File: src/rtl/pipeline_ctrl.sv
// pipeline_ctrl: hazard/stall/flush controller with memory-wait timeout and drain-to-halt.
// Optional stall performance counter enabled by defining PIPELINE_CTRL_PERF_EN.
module pipeline_ctrl #(
    parameter int REG_W       = 4,
    parameter int DRAIN_CYC   = 3,
    parameter int MEM_TIMEOUT = 15
) (
    input  logic             clk_i,
    input  logic             rst_i,
    input  logic [REG_W-1:0] id_rs1_i,
    input  logic [REG_W-1:0] id_rs2_i,
    input  logic             id_use_rs1_i,
    input  logic             id_use_rs2_i,
    input  logic [REG_W-1:0] ex_rd_i,
    input  logic             ex_memread_i,
    input  logic             branch_taken_i,
    input  logic             mem_busy_i,
    input  logic             halt_req_i,
    input  logic             resume_i,
    output logic             pc_write_o,
    output logic             ifid_write_o,
    output logic             ifid_flush_o,
    output logic             idex_flush_o,
    output logic             halted_o,
    output logic             mem_err_o,
    output logic [15:0]      stall_cnt_o
);
    typedef enum logic [1:0] {RUN, MEMWAIT, DRAIN, HALTED} state_t;
    state_t     state_q, state_d;
    logic [7:0] tmo_q, tmo_d;
    logic [3:0] drn_q, drn_d;
    logic       mem_err_q, mem_err_d;
    logic       load_use, pc_w, ifid_w, ifid_f, idex_f;
    assign load_use = ex_memread_i && ex_rd_i != '0 &&
                      ((id_use_rs1_i && ex_rd_i == id_rs1_i) || (id_use_rs2_i && ex_rd_i == id_rs2_i));
    always_comb begin
        state_d   = state_q;
        tmo_d     = tmo_q;
        drn_d     = drn_q;
        mem_err_d = mem_err_q;
        pc_w      = 1'b0;
        ifid_w    = 1'b0;
        ifid_f    = 1'b0;
        idex_f    = 1'b0;
        case (state_q)
            RUN, MEMWAIT: begin
                if (mem_busy_i) begin
                    state_d = MEMWAIT;
                    tmo_d   = tmo_q + 8'd1;
                    if (tmo_q == 8'(MEM_TIMEOUT)) begin
                        mem_err_d = 1'b1;
                        state_d   = HALTED;
                        tmo_d     = '0;
                    end
                end else begin
                    state_d = RUN;
                    tmo_d   = '0;
                    if (branch_taken_i) begin
                        pc_w   = 1'b1;
                        ifid_f = 1'b1;
                        idex_f = 1'b1;
                    end else if (load_use) begin
                        idex_f = 1'b1;
                    end else begin
                        pc_w   = 1'b1;
                        ifid_w = 1'b1;
                        if (halt_req_i) begin
                            state_d = DRAIN;
                            drn_d   = 4'(DRAIN_CYC);
                        end
                    end
                end
            end
            DRAIN: begin
                if (!mem_busy_i) begin
                    ifid_w  = 1'b1;
                    ifid_f  = 1'b1;
                    drn_d   = drn_q - 4'd1;
                    state_d = (drn_q == 4'd1) ? HALTED : DRAIN;
                end
            end
            HALTED: state_d = (resume_i && !mem_err_q) ? RUN : HALTED;
        endcase
    end
    always_ff @(posedge clk_i or posedge rst_i) begin
        if (rst_i) begin
            state_q   <= RUN;
            tmo_q     <= '0;
            drn_q     <= '0;
            mem_err_q <= 1'b0;
        end else begin
            state_q   <= state_d;
            tmo_q     <= tmo_d;
            drn_q     <= drn_d;
            mem_err_q <= mem_err_d;
        end
    end
    // Outputs are forced low while reset is held, regardless of the clock.
    assign pc_write_o   = pc_w & ~rst_i;
    assign ifid_write_o = ifid_w & ~rst_i;
    assign ifid_flush_o = ifid_f & ~rst_i;
    assign idex_flush_o = idex_f & ~rst_i;
    assign halted_o     = (state_q == HALTED) & ~rst_i;
    assign mem_err_o    = mem_err_q;
`ifdef PIPELINE_CTRL_PERF_EN
    logic [15:0] stall_q;
    always_ff @(posedge clk_i or posedge rst_i) begin
        if (rst_i)
            stall_q <= '0;
        else if ((state_q == RUN || state_q == MEMWAIT) && !pc_w && stall_q != 16'hFFFF)
            stall_q <= stall_q + 16'd1;
    end
    assign stall_cnt_o = stall_q;
`else
    assign stall_cnt_o = '0;
`endif
endmodule

File: config.mk
export PLATFORM = sky130hd
export DESIGN_NAME = pipeline_ctrl
export DESIGN_NICKNAME = d
export VERILOG_FILES = /design/src/rtl/pipeline_ctrl.sv
export SDC_FILE = /design/constraint.sdc
export NUM_CORES = 1
export LEC_CHECK = 0
export CORE_ASPECT_RATIO = 0.5
export CORE_UTILIZATION = 43
export CTS_CLUSTER_SIZE = 12
export DETAILED_ROUTE_END_ITERATION = 8
export GPL_ROUTABILITY_DRIVEN = 0
export HOLD_SLACK_MARGIN = 0.02
export MAX_ROUTING_LAYER = met4
export PLACE_DENSITY = 0.77
export RECOVER_POWER = 100
export SLEW_MARGIN = 0
export SYNTH_ARGS = -nofsm -noshare
export SYNTH_HDL_FRONTEND = slang
export SYNTH_SLANG_ARGS = --single-unit
export TNS_END_PERCENT = 5
File: constraint.sdc
create_clock -name clk_i -period 1.9 [get_ports clk_i]
set_input_delay 0.38 -clock clk_i [delete_from_list [all_inputs] [get_ports clk_i]]
set_output_delay 0.38 -clock clk_i [all_outputs]
set_load 0.02 [all_outputs]
# Yosys cells after proc, flatten, opt, wreduce, memory -nomap -nowiden
# Index checks and enable logic that the tools add are counted.
classes:
  n_addsub: 2
  mul: 0
  n_div: 0
  n_lt_le_gt_ge: 0
  eq_ne: 12
  n_shift: 0
  muxes: 32
  n_bitwise: 6
  n_reduce_logical: 13
op_table:
  columns: ["op", "n"]
  rows:
  - ["two-way mux 4 bit", 5]
  - ["two-way mux 8 bit", 2]
  - ["two-way mux 1 bit", 14]
  - ["two-way mux 2 bit", 7]
  - ["inequality test 2 bit (second input constant)", 5]
  - ["adder 8 x 1 -> 8 bit (second input constant)", 1]
  - ["== test 4 bit", 2]
  - ["== test 8 x 4 -> 1 bit (second input constant)", 1]
  - ["one-hot mux 4 bit (2 select lines)", 1]
  - ["one-hot mux 2 bit (3 select lines)", 1]
  - ["AND reduction 6 bit", 1]
  - ["bitwise AND 1 bit", 5]
  - ["logical AND 1 bit", 5]
  - ["== test 2 bit (second input constant)", 2]
  - ["== test 4 x 1 -> 1 bit (second input constant)", 1]
  - ["one-hot mux 1 bit (2 select lines)", 2]
  - ["nonzero test 4 bit", 1]
  - ["subtractor 4 x 1 -> 4 bit (second input constant)", 1]
  - ["AND reduction 3 bit", 1]
  - ["== test 2 x 1 -> 1 bit (second input constant)", 1]
  - ["zero test 2 bit", 1]
  - ["nonzero test 2 bit", 1]
  - ["OR reduction 2 bit", 1]
  - ["zero test 1 bit", 1]
  - ["2 further kinds", 2]
word_totals:
  regBits: 15
  latch_bits: 0
  mem_bits_rw: 0
  mem_bits_ro: 0
  inputBits: 21
  output_inout_bits: 22
  wordCells: 69
  mem_count: 0

# Longest topological paths before layout
depth:
  depth_word: 9
  ltp_mapped: 7
  depth_no_buf: 6

# Worst setup path before layout
# OpenSTA, ideal clock, no wires.
synth_timing:
  path_type: "input port to output port"
  start: "input port ex_rd_i[0]"
  end: "output port ifid_write_o"
  t_arrival_ns: 1.430
  t_required_ns: 1.520
  setup_slack_ns: 0.090
  cell_stages: 5
  path_buffers: 0
  path_cell_list: "o41a_1 nand3_2 nor4_2 nor3_1 a32o_1"
synth_between:
  elab_chain_cells: 9
  word_cells_on_any_way: 13
  classes_between: "eq/ne: 2; mux: 4; bitwise: 1; reduce/logical: 6"
synth_rtl:
  columns: ["item", "line", "source"]
  rows:
  - ["start, declared", "14", "input logic [REG_W-1:0] ex_rd_i,"]
  - ["== test 4 bit", "35", "((id_use_rs1_i && ex_rd_i == id_rs1_i) || (id_use_rs2_i && ex_rd_i == id_rs2_i));"]
  - ["logical AND 1 bit", "35", null]
  - ["logical OR 1 bit", "35", null]
  - ["logical AND 1 bit *", "34", "assign load_use = ex_memread_i && ex_rd_i != '0 &&"]
  - ["two-way mux 1 bit *", "62", "end else if (load_use) begin"]
  - ["two-way mux 1 bit *", "58", "if (branch_taken_i) begin"]
  - ["two-way mux 1 bit *", "47", "if (mem_busy_i) begin"]
  - ["one-hot mux 1 bit (2 select lines) *", "45", "case (state_q)"]
  - ["bitwise AND 1 bit *", "100", "assign ifid_write_o = ifid_w & ~rst_i;"]
  - ["end, declared", "21", "output logic ifid_write_o,"]
# Every way passes the cells marked *; elsewhere a longest branch is shown, timed or not.

# Final worst setup path
# Same ends and word-level chain as after synthesis.

==> results_tabular.tex <==
\begin{tabular}{lr}
\hline
Metric & Value \\
\hline
\multicolumn{2}{l}{\textbf{Critical path}} \\
\quad Cells along the critical path & buf\_6 -> o41a\_1 -> buf\_4 -> nand3\_2 -> nor4\_4 -> nor3\_2 -> a32o\_2 -> buf\_6 \\
\quad Type of the setup path with the least slack & input port to output port \\
\quad Crit path max-delay cell type & sky130\_fd\_sc\_hd\_\_o41a\_1 \\
\quad Data required, critical path & 1.52 ns \\
\quad Startpoint types & input port \\
\quad Largest driver fanout on the critical path & 3 \\
\quad Capturing element type of the critical path & output port \\
\quad FF-to-FF Start & tmo\_q[6]\$\_DFFE\_PP0N\_ \\
\quad Crit path arrival time & 1.71 ns \\
\quad CP most frequent cell & sky130\_fd\_sc\_hd\_\_buf\_6 \\
\quad Worst path top cell family by delay & compound AO/OA/AOI/OAI gates \\
\quad Worst setup path start & ex\_rd\_i[0] \\
\quad Largest stage delay on the critical path & 0.44 ns \\
\quad Buffering stage count on the worst path with inverters included & 3 \\
\multicolumn{2}{l}{\textbf{STA}} \\
\quad Total negative setup slack & -0.787 ns \\
\quad Final worst path period need & 2.09 ns \\
\quad Final max-slew violation count & 0 \\
\quad Peak clock frequency supported by timing & 0.479 GHz \\
\quad Final hold slack & 0.491 ns \\
\quad Total count of hold-check failures in the final report & 0 \\
\quad Period utilization & 1.10 \\
\quad Worst setup margin & -0.189 ns \\
\quad Clk\_skew & 0.00314 ns \\
\quad Setup repair after global routing missed its margin & true \\
\quad Number of setup violations in the final report & 9 \\
\multicolumn{2}{l}{\textbf{Place}} \\
\quad \# placed instances & 203 \\
\quad Number of port buffers & 26 \\
\quad Worst setup slack after placement & -0.887 ns \\
\quad Detail Placement HPWL & 1.94 mm \\
\quad Placement-stage cell area & 0.00148 sq mm \\
\multicolumn{2}{l}{\textbf{Yosys}} \\
\quad Synth Instances & 129 \\
\quad Total of flip-flops plus latches after synthesis & 15 \\
\quad Post-Synthesis Mean Instance Area & 8.71 sq um \\
\quad Count leader, synth & sky130\_fd\_sc\_hd\_\_buf\_4 \\
\quad Commonest cells post-synth & sky130\_fd\_sc\_hd\_\_buf\_4, sky130\_fd\_sc\_hd\_\_dfrtp\_1, sky130\_fd\_sc\_hd\_\_nand2\_1, sky130\_fd\_sc\_hd\_\_o21ai\_0 \\
\quad Share of flip-flops with an asynchronous set or reset & 1.00 \\
\quad Top cells by area, synth & sky130\_fd\_sc\_hd\_\_dfrtp\_1, sky130\_fd\_sc\_hd\_\_buf\_4, sky130\_fd\_sc\_hd\_\_o21ai\_0 \\
\quad Top-area cell type share of the netlist area & 0.334 \\
\quad Warnings from Yosys & 0 \\
\quad Library cell with the largest summed area after synthesis & sky130\_fd\_sc\_hd\_\_dfrtp\_1 \\
\quad Proportion of synthesized chip area in sequential cells & 0.334 \\
\quad Top\_reg\_cell synth & sky130\_fd\_sc\_hd\_\_dfrtp\_1 \\
\quad Number of distinct standard cells referenced by the synthesized netlist & 37 \\
\quad EDFF count, synth & 0 \\
\quad Post-synthesis instance area & 0.00112 sq mm \\
\multicolumn{2}{l}{\textbf{Clocking}} \\
\quad Clock slew at the register clock pins of the worst setup and hold paths & 0.07 ns \\
\quad Deepest level of the CTS H-tree & 1 \\
\quad Clock Root Buffer & sky130\_fd\_sc\_hd\_\_clkbuf\_8 \\
\quad Maximum clock insertion buffer count & 2 \\
\quad Number of buffers created by CTS & 3 \\
\quad Worst skew pair latency & 0.25 ns \\
\quad TritonCTS clock tree & built \\
\quad Number of sinks driven by the clock tree & 15 \\
\multicolumn{2}{l}{\textbf{Power and ir drop}} \\
\quad Total power after layout & 1.12 mW \\
\quad Power Dens Cells & 692 mW/mm\^{}2 \\
\quad Static leakage power & 0.751 nW \\
\quad Worst IR Drop VDD & 561 uV \\
\multicolumn{2}{l}{\textbf{Cells and area}} \\
\quad Post-route cell area & 0.00162 sq mm \\
\quad Antenna Diode Count & 0 \\
\quad Final core area utilization & 0.693 \\
\quad Proportion of layout cells with a drive suffix above 1 & 0.290 \\
\quad Synth-to-Final Area Change & 44.5\% \\
\quad Number of fill cells & 174 \\
\quad Net count reported at finish & 201 \\
\quad Number of non-filler instances in the completed layout & 211 \\
\multicolumn{2}{l}{\textbf{Global routing}} \\
\quad Wire length of the first global-routing pass & 4.51 mm \\
\quad Total gr overflow & 0 \\
\quad Vias in the first global route & 970 \\
\quad Total GRT Usage & 0.232 \\
\quad Pin count of the biggest net entering global routing & 11 \\
\quad Number of antenna violations at the first check in global routing & 0 \\
\multicolumn{2}{l}{\textbf{Die}} \\
\quad Area of the core & 0.00234 sq mm \\
\quad Effective utilization at floorplan & 0.480 \\
\quad Die area & 0.00283 sq mm \\
\quad Number of core rows & 12 \\
\quad Die H & 38.1 microns \\
\quad Horizontal extent of the die & 74.3 microns \\
\quad Number of top-level pins & 43 \\
\multicolumn{2}{l}{\textbf{Drt}} \\
\quad Drt total wl & 2.99 mm \\
\quad Number of nets with antenna violations after routing & 0 \\
\quad Iter 0 DRT Violations & 80 \\
\quad Detail-routed net length per standard cell & 14.2 microns \\
\quad Via-to-Cell Ratio & 5.18 \\
\quad TritonRoute pass-1 iters & 4 \\
\quad Vias post-DR & 1093 \\
\quad Count of unresolved DRC violations after routing & 0 \\
\multicolumn{2}{l}{\textbf{Hold path}} \\
\quad Path type of the worst min-delay path & flip-flop to flip-flop \\
\quad Hold path startpoint & mem\_err\_o\$\_DFFE\_PP0P\_ \\
\multicolumn{2}{l}{\textbf{Status}} \\
\quad Run status & finished with violations \\
\quad Violations in the final reports & setup timing \\
\multicolumn{2}{l}{\textbf{Run}} \\
\quad \# Max-Cap Violations & 0 \\
\hline
\end{tabular}
==> repair_timing <==
action,4_1_cts,5_1_grt
pin swaps,8,8
hold buffers,0,0
setup endpoints to repair,10,5
setup buffers,2,2
gates resized for setup,61,8
==> final timing paths <==
path / end / slack [ns] / cells past startpoint
max: ifid_write_o / -0.19 / 8
min: mem_err_o$_DFFE_PP0P_ / 0.49 / 2
max reg2reg: tmo_q[5]$_DFFE_PP0N_ / 0.17 / 5
min reg2reg: mem_err_o$_DFFE_PP0P_ / 0.49 / 2
max in group asynchronous: state_q[1]$_DFFE_PP0N_ / 0.66 / 4
min in group asynchronous: tmo_q[2]$_DFFE_PP0N_ / 0.84 / 4
==> layout by cell type (no fill, tap or decap), types with 2 or more instances in the layout <==
cell / Yosys / layout
sky130_fd_sc_hd__nand2_1: 12 / 12
sky130_fd_sc_hd__inv_1: 6 / 6
sky130_fd_sc_hd__mux2i_1: 2 / 2
sky130_fd_sc_hd__nor2b_1: 4 / 3
sky130_fd_sc_hd__nor3_1: 5 / 4
sky130_fd_sc_hd__dlygate4sd2_1: 0 / 8
sky130_fd_sc_hd__o21ai_0: 12 / 12
sky130_fd_sc_hd__xor2_2: 0 / 6
sky130_fd_sc_hd__nor2_1: 3 / 3
sky130_fd_sc_hd__and3_1: 5 / 5
sky130_fd_sc_hd__a31oi_1: 3 / 3
sky130_fd_sc_hd__buf_4: 16 / 17
sky130_fd_sc_hd__conb_1: 1 / 16
sky130_fd_sc_hd__buf_6: 0 / 4
sky130_fd_sc_hd__o31a_2: 2 / 2
sky130_fd_sc_hd__clkbuf_8: 0 / 3
sky130_fd_sc_hd__xnor2_2: 0 / 2
sky130_fd_sc_hd__ha_1: 3 / 3
sky130_fd_sc_hd__nor4_4: 1 / 3
sky130_fd_sc_hd__clkdlybuf4s50_1: 0 / 4
sky130_fd_sc_hd__clkbuf_1: 2 / 3
sky130_fd_sc_hd__dlygate4sd3_1: 0 / 2
sky130_fd_sc_hd__buf_2: 2 / 5
sky130_fd_sc_hd__dfrtp_1: 15 / 15
sky130_fd_sc_hd__nand3_1: 5 / 4
sky130_fd_sc_hd__dlymetal6s2s_1: 0 / 2
sky130_fd_sc_hd__a21oi_1: 4 / 4
==> routing by layer <==
metal / vias up / global-route usage / wire length (microns)
li1: 509 / - / -
met1: 534 / 0.264 / 1220
met2: 43 / 0.420 / 1580
met3: 7 / 0.0447 / 145
met4: 0 / 0.0849 / 51
met5: - / - / 0
==> power by group <==
| group | leakage (nW) | switching [mW] | internal (mW) |
|---|---|---|---|
| Sequential | 0.172 | 0.0576 | 0.366 |
| Clock | 0.0255 | 0.126 | 0.146 |
| Combinational | 0.553 | 0.219 | 0.210 |
==> area by class of cell <==
| type | instances | area [sq um] | area share |
|---|---|---|---|
| Clock buffer | 3 | 41.3 | 0.0254 |
| Clock inverter | 1 | 5.00 | 0.00308 |
| Inverter | 6 | 22.5 | 0.0139 |
| Multi-Input combinational cell | 103 | 743 | 0.458 |
| Sequential cell | 15 | 375 | 0.231 |
| Tap cell | 35 | 43.8 | 0.0270 |
| Timing Repair Buffer | 48 | 393 | 0.242 |
==> tightest hold or removal path, delay by kind of cell, from the launching register on <==
| kind | cells | cell delay [ns] |
|---|---|---|
| buf+inv | 1 | 0.06 |
| simple gates | 1 | 0.05 |
| flops | 1 | 0.35 |
==> kinds of logic (layout without fill, tap and decap cells) <==
group | Yosys count | in the layout | synth area share
AND/OR/NAND/NOR | 44 | 44 | 0.231
AO/OA/AOI/OAI | 29 | 29 | 0.168
buffers and inverters | 26 | 58 | 0.143
flip-flops | 15 | 15 | 0.334
XOR/XNOR | 9 | 9 | 0.0702
adder cells (fa/ha/maj) | 3 | 3 | 0.0334
multiplexers | 2 | 2 | 0.0178
other | 1 | 16 | 0.00334
==> flip-flops by register name (all words and copies together), names as in the netlist <==
signal	flops
drn_q	4
tmo_q	8
mem_err_o	1
state_q	2
Note: power is estimated with default switching activity, not from simulation.
